--- config.mk ---
export PLATFORM = sky130hd
export DESIGN_NAME = palindrome_stats_flat
export DESIGN_NICKNAME = d
export VERILOG_FILES = /design/src/rtl/palindrome_stats_if.sv /design/src/rtl/palindrome_stats.sv /design/src/flat_wrapper.sv
export SDC_FILE = /design/constraint.sdc
export NUM_CORES = 1
export LEC_CHECK = 0
export CAP_MARGIN = 20
export CORE_MARGIN = 2
export CORE_UTILIZATION = 25
export DETAILED_ROUTE_END_ITERATION = 16
export PLACE_DENSITY_LB_ADDON = 0.3
export SLEW_MARGIN = 10
export SYNTH_ARGS = -nofsm -noshare
export SYNTH_HDL_FRONTEND = slang
export SYNTH_SLANG_ARGS = --single-unit
--- constraint.sdc ---
create_clock -name clk -period 4.4 [get_ports clk]
set_input_delay 1.1 -clock clk [delete_from_list [all_inputs] [get_ports clk]]
set_output_delay 1.1 -clock clk [all_outputs]
set_load 0.1 [all_outputs]
--- src/rtl/palindrome_stats_if.sv ---
// Result handshake between palindrome_stats and its consumer.
// The statistics block is the master and the consumer is the slave.
interface palindrome_stats_if #(
  parameter int unsigned CNT_W = 5
);
  logic [CNT_W-1:0] cnt_o;
  logic [CNT_W-1:0] run_o;
  logic             valid_o;
  logic             ready_i;
  logic             drop_o;
  logic [7:0]       drop_cnt_o;

  modport master (
    output cnt_o, run_o, valid_o, drop_o, drop_cnt_o,
    input  ready_i
  );

  modport slave (
    input  cnt_o, run_o, valid_o, drop_o, drop_cnt_o,
    output ready_i
  );
endinterface

--- src/rtl/palindrome_stats.sv ---
// Per-window hit count and longest hit run of the palindrome flag.
// Each result is offered on a valid/ready slot; results that arrive while the slot is still occupied are dropped.
module palindrome_stats #(
  parameter int unsigned WINDOW = 16,
  parameter int unsigned CNT_W  = 5
) (
  input  logic                  clk,
  input  logic                  reset,
  input  logic                  palindrome_i,
  palindrome_stats_if.master    res
);

  localparam logic [CNT_W-1:0] LAST_IDX = CNT_W'(WINDOW - 1);
  localparam logic [7:0]       DROP_MAX = 8'hFF;

  logic [CNT_W-1:0] win_q;
  logic [CNT_W-1:0] hit_q;
  logic [CNT_W-1:0] cur_run_q;
  logic [CNT_W-1:0] max_run_q;

  logic [CNT_W-1:0] hit_nxt_c;
  logic [CNT_W-1:0] cur_nxt_c;
  logic [CNT_W-1:0] max_nxt_c;
  logic             eow_c;
  logic             slot_free_c;

  // Statistics including the sample taken on the current edge
  always_comb begin
    hit_nxt_c   = hit_q + CNT_W'(palindrome_i);
    cur_nxt_c   = palindrome_i ? (cur_run_q + CNT_W'(1)) : '0;
    max_nxt_c   = (cur_nxt_c > max_run_q) ? cur_nxt_c : max_run_q;
    eow_c       = (win_q == LAST_IDX);
    slot_free_c = !res.valid_o || res.ready_i;
  end

  // Window accumulation; the window counter never waits for the consumer
  always_ff @(posedge clk or posedge reset) begin
    if (reset) begin
      win_q     <= '0;
      hit_q     <= '0;
      cur_run_q <= '0;
      max_run_q <= '0;
    end else if (eow_c) begin
      win_q     <= '0;
      hit_q     <= '0;
      cur_run_q <= '0;
      max_run_q <= '0;
    end else begin
      win_q     <= win_q + CNT_W'(1);
      hit_q     <= hit_nxt_c;
      cur_run_q <= cur_nxt_c;
      max_run_q <= max_nxt_c;
    end
  end

  // Result slot: load when free, otherwise discard the new result and count it
  always_ff @(posedge clk or posedge reset) begin
    if (reset) begin
      res.cnt_o      <= '0;
      res.run_o      <= '0;
      res.valid_o    <= 1'b0;
      res.drop_o     <= 1'b0;
      res.drop_cnt_o <= '0;
    end else begin
      res.drop_o <= 1'b0;
      if (eow_c && slot_free_c) begin
        res.cnt_o   <= hit_nxt_c;
        res.run_o   <= max_nxt_c;
        res.valid_o <= 1'b1;
      end else if (eow_c) begin
        res.drop_o <= 1'b1;
        if (res.drop_cnt_o != DROP_MAX) begin
          res.drop_cnt_o <= res.drop_cnt_o + 8'd1;
        end
      end else if (res.valid_o && res.ready_i) begin
        res.valid_o <= 1'b0;
      end
    end
  end

endmodule
--- src/flat_wrapper.sv ---
// flat-port wrapper written by rule: the top's interface ports become plain ports
module palindrome_stats_flat 
#(
  parameter int unsigned WINDOW = 16,
  parameter int unsigned CNT_W  = 5
)
  (clk, reset, palindrome_i, res_cnt_o, res_run_o, res_valid_o, res_drop_o, res_drop_cnt_o, res_ready_i);
  palindrome_stats_if #(.CNT_W(CNT_W)) res_i ();
  input  logic clk;
  input  logic reset;
  input  logic palindrome_i;
  output wire logic [$bits(res_i.cnt_o)-1:0] res_cnt_o;
  output wire logic [$bits(res_i.run_o)-1:0] res_run_o;
  output wire logic [$bits(res_i.valid_o)-1:0] res_valid_o;
  output wire logic [$bits(res_i.drop_o)-1:0] res_drop_o;
  output wire logic [$bits(res_i.drop_cnt_o)-1:0] res_drop_cnt_o;
  input wire logic [$bits(res_i.ready_i)-1:0] res_ready_i;
  assign res_cnt_o = res_i.cnt_o;
  assign res_run_o = res_i.run_o;
  assign res_valid_o = res_i.valid_o;
  assign res_drop_o = res_i.drop_o;
  assign res_drop_cnt_o = res_i.drop_cnt_o;
  assign res_i.ready_i = res_ready_i;
  palindrome_stats #(.WINDOW(WINDOW), .CNT_W(CNT_W)) u_core (.clk(clk), .reset(reset), .palindrome_i(palindrome_i), .res(res_i));
endmodule
# ---- After elaboration in Yosys (flattened, before gate mapping)
# Index checks and enable logic that the tools add are counted.
dict set report classes {
  reduce_logical 7
  n_bitwise 1
  order_cmp 1
  n_eq_ne 3
  addsub 4
  n_mux 11
}
# op n
set op_table {}
lappend op_table {{two-way mux 5 bit} 6}
lappend op_table {{adder 5 x 1 -> 5 bit (second input constant)} 2}
lappend op_table {{adder 8 x 1 -> 8 bit (second input constant)} 1}
lappend op_table {{inequality test 8 bit (second input constant)} 1}
lappend op_table {{adder 5 x 1 -> 5 bit} 1}
lappend op_table {{== test 5 x 4 -> 1 bit (second input constant)} 1}
lappend op_table {{greater-than comparator 5 bit} 1}
lappend op_table {{two-way mux 1 bit} 5}
lappend op_table {{AND reduction 3 bit} 1}
lappend op_table {{logical AND 1 bit} 2}
lappend op_table {{inequality test 2 bit (second input constant)} 1}
lappend op_table {{AND reduction 2 bit} 1}
lappend op_table {{nonzero test 2 bit} 1}
lappend op_table {{logical NOT 1 bit} 1}
lappend op_table {{logical OR 1 bit} 1}
lappend op_table {{NOT 1 bit} 1}
dict set report totals {
  input_bits 4
  reg_bits 40
}

# ---- Depth between registers and ports, before layout
# Gate-level depths: netlist of run 1.
dict set report depth {
  ltp_word 5
  depth_mapped 10
}

# ---- Worst setup path after synthesis of run 1
# OpenSTA, ideal clock, no wires.
dict set report synth_timing {
  kind {input-to-reg}
  start {in palindrome_i}
  end {reg u_core.res.run_o[0]}
  setup_slack_ns 1.732
  t_arrival_ns 2.594
  cell_stages 7
  cell_sequence {and2_1 > ha_1 > a21oi_1 > a21boi_1 > o32ai_4 > mux2_4 > a21oi_2}
}
dict set report synth_between {
  elab_chain_len 3
}
# element line
set synth_lines {}
lappend synth_lines {{from (decl)} flat_wrapper.sv:11} ;# input logic palindrome_i;
lappend synth_lines {{two-way mux 5 bit (*)} palindrome_stats.sv:30} ;# cur_nxt_c = palindrome_i ? (cur_run_q + CNT_W'(1)) : '0;
lappend synth_lines {{greater-than comparator 5 bit} palindrome_stats.sv:31} ;# max_nxt_c = (cur_nxt_c > max_run_q) ? cur_nxt_c : max_run_q;
lappend synth_lines {{two-way mux 5 bit (*)} palindrome_stats.sv:31}
lappend synth_lines {{to (signal assigned)} palindrome_stats.sv:68} ;# res.run_o <= max_nxt_c;
lappend synth_lines {{to (decl)} palindrome_stats_if.sv:14} ;# output cnt_o, run_o, valid_o, drop_o, drop_cnt_o,
# Every way passes the cells marked *; elsewhere a longest branch is shown, timed or not.
# A chain may end at the register's enable or synchronous reset.

# ---- Worst setup path in the final report of run 1
# Ends and elaborated chain as after synthesis.

==> results of run 1 <==
## cells in the final DEF (no fill, tap or decap), types with 2 or more instances in the layout
cell type	n
dfrtp_1	40
clkdlybuf4s50_1	23
nor2_1	21
and2_1	10
ha_1	10
nand3_1	9
xor2_1	8
a21oi_1	8
xnor2_1	7
nand2_1	7
inv_1	7
clkbuf_8	5
mux2i_1	4
nand4_1	3
nor3_1	3
nand2b_1	2
and3_1	2
mux2_2	2
buf_4	2
## cell families (layout without fill, tap and decap cells)
| group | Yosys count | count (layout) | share of synthesized area |
|---|---|---|---|
| flip-flops | 40 | 40 | 0.557 |
| multiplexers | 7 | 7 | 0.0432 |
| AND/OR/NAND/NOR | 61 | 61 | 0.178 |
| XOR/XNOR | 15 | 15 | 0.0731 |
| buffers and inverters | 10 | 39 | 0.0237 |
| AO/OA/AOI/OAI | 13 | 13 | 0.0557 |
| adder cells (fa/ha/maj) | 10 | 10 | 0.0696 |
## worst min path at each step
| stage | to | from | depth (start not counted) | slack (ns) |
|---|---|---|---|---|
| floorplan | u_core.win_q[0] | u_core.win_q[0] | 1 | 0.43 |
| global placement | u_core.win_q[0] | u_core.win_q[0] | 1 | 0.45 |
| detailed placement | u_core.win_q[0] | u_core.win_q[0] | 1 | 0.46 |
| CTS | u_core.win_q[0] | u_core.win_q[0] | 1 | 0.47 |
| global route | u_core.win_q[0] | u_core.win_q[0] | 1 | 0.50 |
| finish | u_core.win_q[0] | u_core.win_q[0] | 1 | 0.48 |
## sequential cells by signal (all words and copies together), names as in the netlist
signal	cells
u_core.res.drop_cnt_o	8
u_core.cur_run_q	5
u_core.hit_q	5
u_core.max_run_q	5
u_core.res.cnt_o	5
u_core.res.run_o	5
u_core.win_q	5
u_core.res.drop_o	1
u_core.res.valid_o	1
## per-layer routing
metal | share of wire | vias up | track usage
li1 | - | 574 | -
met1 | 0.50 | 551 | 0.125
met2 | 0.44 | 15 | 0.134
met3 | 0.045 | 4 | 0.0392
met4 | 0.013 | 0 | 0.0331
met5 | 0 | - | 0
## power breakdown
group | internal, mW | switching (mW)
clock | 0.108 | 0.124
sequential | 0.400 | 0.0175
combinational | 0.0797 | 0.273
total | 0.587 | 0.415
## critical path, stage by stage
cell             delay (ns)
clkdlybuf4s50_1        0.59
and2_1                 0.21
ha_1                   0.27
a21oi_1                0.16
a21boi_1               0.12
o32ai_4                0.39
mux2_4                 0.35
a21oi_2                0.13
## cell type report
cell class,instances,area (um^2)
timing repair buffer,25,245
tap,96,120
clock inverter,1,5.00
fill,717,4650
clock buffer,6,72.6
inverter,7,26.3
sequential,40,1000
multi-input combinational,106,753
## per-stage QoR
stage | power, mW | setup WS (ns) | cell area (um^2)
after floorplan | 0.698 | 1.73 | 1800
after global placement | 0.779 | 1.08 | 2150
after detailed placement | 0.780 | 1.04 | 2150
after CTS | 1.01 | 1.34 | 2220
after global routing | 1.05 | 1.25 | 2220
final | 1.00 | 1.33 | 2220
==> reports/qor.yml, run 1 <==
cts_resized: 0
skew_ns: 0.0109
cts_buffers: 5
netlist_instances: 156
cts_hold_buf: 0
fin_util: 0.324
synth_top_area_cell: "dfrtp_1"
vias_per_cell: 4.07
grt_pass1_wl_um: 5550
crit_path_max_fanout: 7
grt_max_degree: 41
hold_ws_ns: 0.475
ir_worst_vdd_uv: 214
place.gp.congestion: 0.759
yosys_warnings: 0
track_usage: 0.0931
core_um2: 6870
ys_types: 29
cts_tree: "done"
place_inst: 274
period_share: 0.698
slew_violations: 0
cts_sinks: 40
drive_gt1_frac: 0.0919
syn_nets: 170
critPathArrivalTime_ns: 3.30
synthArstFlopShare: 1.00
ioPinCount: 24
synth_top_area_frac: 0.557
synth_area_um2: 1800
drt-initial-drc-count: 36
synth.most_common_cell: "dfrtp_1"
ys_seq_area_frac: 0.557
finalSetupViolations: 0
drtAntennaViolNets: 0
outcome: "complete, no violations"
cp.required_ns: 4.63
start_kind: "input pin"
final_cell_count_no_fill: 281
hold_viol_final: 0
yosys-top-cells-count: "dfrtp_1 (40), nor2_1 (21), and2_1 (10), ha_1 (10), nand3_1 (9)"
worst_pin_slew_ns: 0.980
synth.area.top_cells: "dfrtp_1 (56%), ha_1 (7.0%), nor2_1 (4.4%), xor2_1 (3.9%), and2_1 (3.5%)"
ff2ff_path_depth: 10
synth-edff-count: 0
ctsHtreeMaxLevel: 2
drc: 0
die_h_um: 88.8
fp.dieArea_um2: 7880
wl_per_cell_um: 11.7
pwr_density_cell_nw_per_um2: 451
root_buffer: "clkbuf_8"
crit_type: "input pin to flip-flop"
synth-main-ff-cell: "dfrtp_1"
endpoint_kind: "flip-flop"
r2r-end: "u_core.res.run_o[0]"
drt_pass1_iterations: 4
area_growth_pct: 23.7
via_count: 1144
clockBufferDepth: 2
fmax_mhz: 326
total_leakage_power_nw: 1.08
n_antenna_cell: 0
globalRouteOverflowTotal: 0
setup-tns-final_ns: 0
post-cts-setup-buffers: 0
path_clk_slew_ns: 0.08
rsz0062_at_grt: "no"
layout.nets: 199
ys_seq_elements: 40
reg2reg_from: "u_core.cur_run_q[0]"
antenna_found_initial: 0
num_rows: 30
hp-class: "flip-flop to flip-flop"
relSlewSlack: 0.345
wirelength_um: 3290
die_w_um: 88.8
min_period_ns: 3.07
max_cap_violations: 0
start_util: 0.262
portBuffers: 23
grt_pass1_vias: 1150
clk_latency_ns: 0.29
crit_end: "u_core.res.run_o[0]"
startpoint: "palindrome_i"
avgSynthCellArea_um2: 11.5
r2r_slack_ns: 1.97
dpl.hpwl_um: 2350
(Power assumes the default switching activity.)
==> run 2: changes to the inputs <==
==> constraint.sdc (replaced) <==
create_clock -name clk -period 2.6 [get_ports clk]
set_input_delay 0.65 -clock clk [delete_from_list [all_inputs] [get_ports clk]]
set_output_delay 0.65 -clock clk [all_outputs]
set_load 0.1 [all_outputs]
==> run 2 against run 1 <==
  * First-iteration DRC count grew 72%
  * Clock power up 120%
  * Clock-buffer cell count decreased by 1
  * Highest routed layer unchanged
  * Critical path type is now flip-flop to flip-flop
  * Combinational power is 65% higher
  * Largest cell class unchanged
==> reports/qor.yml, run 2 (same netlist as run 1, synthesis figures left out) <==
rsz0062_at_grt: "no"
grt_pass1_wl_um: 5800
grt_util_met3: 0.0280
endpoint_kind: "flip-flop"
ir_worst_vdd_uv: 384
relSlewSlack: 0.477
critPathMaxStageDelay_ns: 0.41
total_power_mw: 1.79
place.gp.congestion: 0.735
vias_per_cell: 4.15
die_w_um: 88.8
dp_slack_ns: -0.233
place_area_um2: 2150
place_inst: 281
num_rows: 30
via_count: 1200
busiest_layer: "met2"
skew_ns: 0.00711
fp.dieArea_um2: 7880
clk_latency_ns: 0.29
crit_path_max_fanout: 4
cts_buffers: 5
pwr_density_cell_nw_per_um2: 790
antenna_found_initial: 0
hp-class: "flip-flop to flip-flop"
nFillCells: 710
critPathArrivalTime_ns: 2.63
drt-initial-drc-count: 62
cp.required_ns: 2.83
ctsHtreeMaxLevel: 2
worst_pin_slew_ns: 0.782
die_h_um: 88.8
n_antenna_cell: 0
globalRouteOverflowTotal: 0
total_leakage_power_nw: 1.17
setup-tns-final_ns: 0
outcome: "complete, no violations"
grt_use_met1: 0.133
crit_type: "flip-flop to flip-flop"
fmax_mhz: 416
portBuffers: 23
cts_resized: 0
cts_tree: "done"
period_share: 0.926
ioPinCount: 24
cts_hold_buf: 0
drive_gt1_frac: 0.249
final_common_cell: "dfrtp_1"
track_usage: 0.0973
regMostFlops: "u_core.res.drop_cnt_o"
core_um2: 6870
final_cell_count_no_fill: 289
crit_top_cell: "ha_1"
max_cap_violations: 0
grt_use_met2: 0.144
finalSetupViolations: 0
grt_pass1_vias: 1203
drt_pass1_iterations: 4
critPathSlowestCell: "dfrtp_1"
drtAntennaViolNets: 0
root_buffer: "clkbuf_8"
drc: 0
start_util: 0.262
cts_sinks: 40
layout.nets: 206
path_clk_slew_ns: 0.08
start_kind: "flip-flop"
post-cts-setup-buffers: 0
area_growth_pct: 26.2
slew_violations: 0
min_period_ns: 2.41
crit_chain: "ha_1, nand3_1, xnor2_1, and2_1, ha_1, nand4_1, nor2_2, o32ai_4, mux2_4, a21oi_2"
grt_max_degree: 41
fin_ws_ns: 0.193
hold_viol_final: 0
largest_reg_flops: 8
clockBufferDepth: 2
fin_area_um2: 2270
r2r_slack_ns: 0.19
wl_per_cell_um: 11.6
dpl.hpwl_um: 2500
wirelength_um: 3350
layout_common_cells: "dfrtp_1 (40), buf_4 (29), nor2_1 (21)"
## run 2: path summary, 6_finish.rpt
check | startpoint | endpoint | depth (start not counted)
max reg2reg | u_core.cur_run_q[0] | u_core.res.run_o[0] | 10
max in group asynchronous | reset | u_core.res.run_o[1] | 3
min reg2reg | u_core.win_q[0] | u_core.win_q[0] | 1
min | u_core.win_q[0] | u_core.win_q[0] | 1
max | u_core.cur_run_q[0] | u_core.res.run_o[0] | 10
min in group asynchronous | reset | u_core.hit_q[2] | 3
## run 2: critical path, delay by kind of cell (launching register included)
family,cells,cell delay [ns]
compound gates,2,0.50
xor+xnor,1,0.11
fa+ha+maj,2,0.49
flops,1,0.41
mux,1,0.35
simple gates,4,0.49
## run 2: layer usage
metal	share of wire	wire length, um
met5	0	0
met4	0.016	55
met3	0.027	90
met2	0.46	1550
met1	0.49	1650
## run 2: where the power goes
group	switching (mW)	internal, mW	leakage, nW	total [mW]
Clock	0.219	0.284	0.0541	0.503
Sequential	0.0310	0.676	0.536	0.707
Combinational	0.461	0.120	0.583	0.581
## run 2: layout make-up
cell class | count | area, um^2 | area share
clock buffers | 5 | 68.8 | 0.0304
flip-flops and latches | 40 | 1000 | 0.442
well taps | 96 | 120 | 0.0530
clock inverters | 3 | 42.5 | 0.0188
repair buffers | 32 | 250 | 0.110
multi-input cells | 106 | 758 | 0.334
inverters | 7 | 26.3 | 0.0116
## run 2: per-stage QoR
step	hold slack, ns	utilization
global route	0.490	0.330
finish	0.463	0.330
global placement	0.451	0.313
CTS	0.470	0.329
floorplan	0.433	-
detailed placement	0.459	0.313
==> run 3: changes to the inputs <==
--- a/config.mk
+++ b/config.mk
@@ -7,7 +7,7 @@
 export LEC_CHECK = 0
 export CAP_MARGIN = 20
 export CORE_MARGIN = 2
-export CORE_UTILIZATION = 25
+export CORE_UTILIZATION = 48
 export DETAILED_ROUTE_END_ITERATION = 16
 export PLACE_DENSITY_LB_ADDON = 0.3
 export SLEW_MARGIN = 10
==> run 3 against run 2 <==
  * Maximum frequency up 0.34%
  * Sequential share of layout area is 1.3 points higher
  * Setup slack gained 0.0081 ns
  * Final area down 2.9%
  * First-iteration DRC count fell by 77%
  * Clock power barely moved
  * Clock-buffer cell count is the same
  * Critical endpoint is now u_core.res.run_o[1]
  * Worst hold slack improved by 0.0011 ns
  * Flip-flop and latch count unchanged
  * Global-route usage rose by 7.5 points
==> reports/qor.yml, run 3 (same netlist as run 1, synthesis figures left out) <==
grt_max_degree: 41
crit_end: "u_core.res.run_o[1]"
start_util: 0.494
clockPowerShare: 0.280
final_cell_count_no_fill: 240
layout.nets: 205
critPathBufInv: 0
endpoint_kind: "flip-flop"
clockBufferDepth: 2
grt_pass1_vias: 1164
fp.dieArea_um2: 4250
worst_pin_slew_ns: 0.813
p_sw_frac: 0.396
grt_util_met3: 0.0514
skew_ns: 0.0108
grt_pass1_wl_um: 5470
dpl.hpwl_um: 2320
wl_per_cell_um: 13.1
drc: 0
ir_worst_vdd_uv: 657
place_inst: 232
fmax_mhz: 417
crit_path_max_fanout: 4
critPathArrivalTime_ns: 2.57
hp-class: "flip-flop to flip-flop"
path_clk_slew_ns: 0.08
drive_gt1_frac: 0.245
portBuffers: 23
drt_pass1_iterations: 4
hold_ws_ns: 0.464
cts_sinks: 40
regMostFlops: "u_core.res.drop_cnt_o"
period_share: 0.922
setup-tns-final_ns: 0
p_seq_frac: 0.394
area_growth_pct: 22.6
start_kind: "flip-flop"
layout_common_cells: "dfrtp_1 (40), buf_4 (28), nor2_1 (21)"
min_path_cells: 1
total_leakage_power_nw: 1.16
track_usage: 0.173
n_antenna_cell: 0
die_w_um: 65.2
via_count: 1168
p_int_mw: 1.08
core_um2: 3630
ff2ff_path_depth: 9
fin_area_um2: 2200
min_period_ns: 2.40
relSlewSlack: 0.456
clk_latency_ns: 0.30
ctsHtreeMaxLevel: 2
outcome: "complete, no violations"
r2r_slack_ns: 0.20
busiest_layer: "met2"
cp_top_family: "adder cells"
antenna_found_initial: 0
die_h_um: 65.2
crit_type: "flip-flop to flip-flop"
grt_use_met2: 0.272
cp.depth: 9
crit_chain: "ha_1, xor2_1, and2_1, ha_1, nand4_1, nor2_2, o32ai_4, mux2i_1, a21oi_1"
startpoint: "u_core.cur_run_q[0]"
crit_top_cell: "ha_1"
drtAntennaViolNets: 0
largest_reg_flops: 8
grt_use_met1: 0.230
globalRouteOverflowTotal: 0
ioPinCount: 24
p_switching_uw: 709
cts_buffers: 5
wirelength_um: 3140
critPathSlowestCell: "dfrtp_1"
drt-initial-drc-count: 14
pwr-share-comb: 0.325
place.gp.congestion: 0.832
reg2reg_from: "u_core.cur_run_q[0]"
max_cap_violations: 0
vias_per_cell: 4.87
finalSetupViolations: 0
total_power_mw: 1.79
num_rows: 22
cts_tree: "done"
cp.required_ns: 2.77
final_common_cell: "dfrtp_1"
slew_violations: 0
rsz0062_at_grt: "no"
pwr_density_cell_nw_per_um2: 812
cts_hold_buf: 0
critPathMaxStageDelay_ns: 0.40
place_area_um2: 2080
r2r-end: "u_core.res.run_o[1]"
hold_viol_final: 0
root_buffer: "clkbuf_8"
run 3: cell types whose count changed in the layout (fill, tap and decap cells not counted):
cell / change
a21oi_1: -1
and2_4: -2
a21oi_2: +1
buf_4: -1
mux2i_1: -1
and2_1: +2
mux2i_2: +1
run 3: final cells by class:
class | count | area [um^2]
Tap cell | 48 | 60.1
Timing Repair Buffer | 31 | 243
Sequential cell | 40 | 1000
Clock inverter | 3 | 42.5
Fill cell | 311 | 1430
Clock buffer | 5 | 68.8
Inverter | 7 | 26.3
Multi-Input combinational cell | 106 | 761
run 3: per-layer routing:
metal / part of all wire / wire, um
met1: 0.47 / 1480
met2: 0.48 / 1510
met3: 0.036 / 114
met4: 0.013 / 42
met5: 0 / 0
run 3: worst register-to-register path, stage by stage (launching register included):
cell and delay (ns):
dfrtp_1 0.40, ha_1 0.23, xor2_1 0.15, and2_1 0.19, ha_1 0.29, nand4_1 0.14
nor2_2 0.07, o32ai_4 0.39, mux2i_1 0.32, a21oi_1 0.11
run 3: worst min path at each step:
stage,start,end
after CTS,u_core.win_q[0],u_core.win_q[0]
after global routing,u_core.win_q[0],u_core.win_q[0]
after floorplan,u_core.win_q[0],u_core.win_q[0]
after global placement,u_core.win_q[0],u_core.win_q[0]
after detailed placement,u_core.win_q[0],u_core.win_q[0]
final,u_core.win_q[0],u_core.win_q[0]
run 3: per-stage QoR:
| step | util | worst slack (ns) |
|---|---|---|
| finish | 0.606 | 0.202 |
| global route | 0.606 | 0.0372 |
| CTS | 0.603 | 0.0556 |
| detailed placement | 0.573 | -0.228 |
| global placement | 0.573 | -0.129 |
| floorplan | - | 0.365 |
run 3: power groups by stage:
stage	registers, mW	clock network (mW)	logic, mW
after floorplan	1.10	0	0.0842
after global placement	0.716	0	0.581
after detailed placement	0.717	0	0.585
after CTS	0.706	0.518	0.586
after global routing	0.712	0.554	0.603
final	0.705	0.501	0.581
run 3: repair_timing:
item                                    CTS  global route
gates resized for setup                   0             3
setup buffers                             0             0
endpoints found under the setup margin    0             9
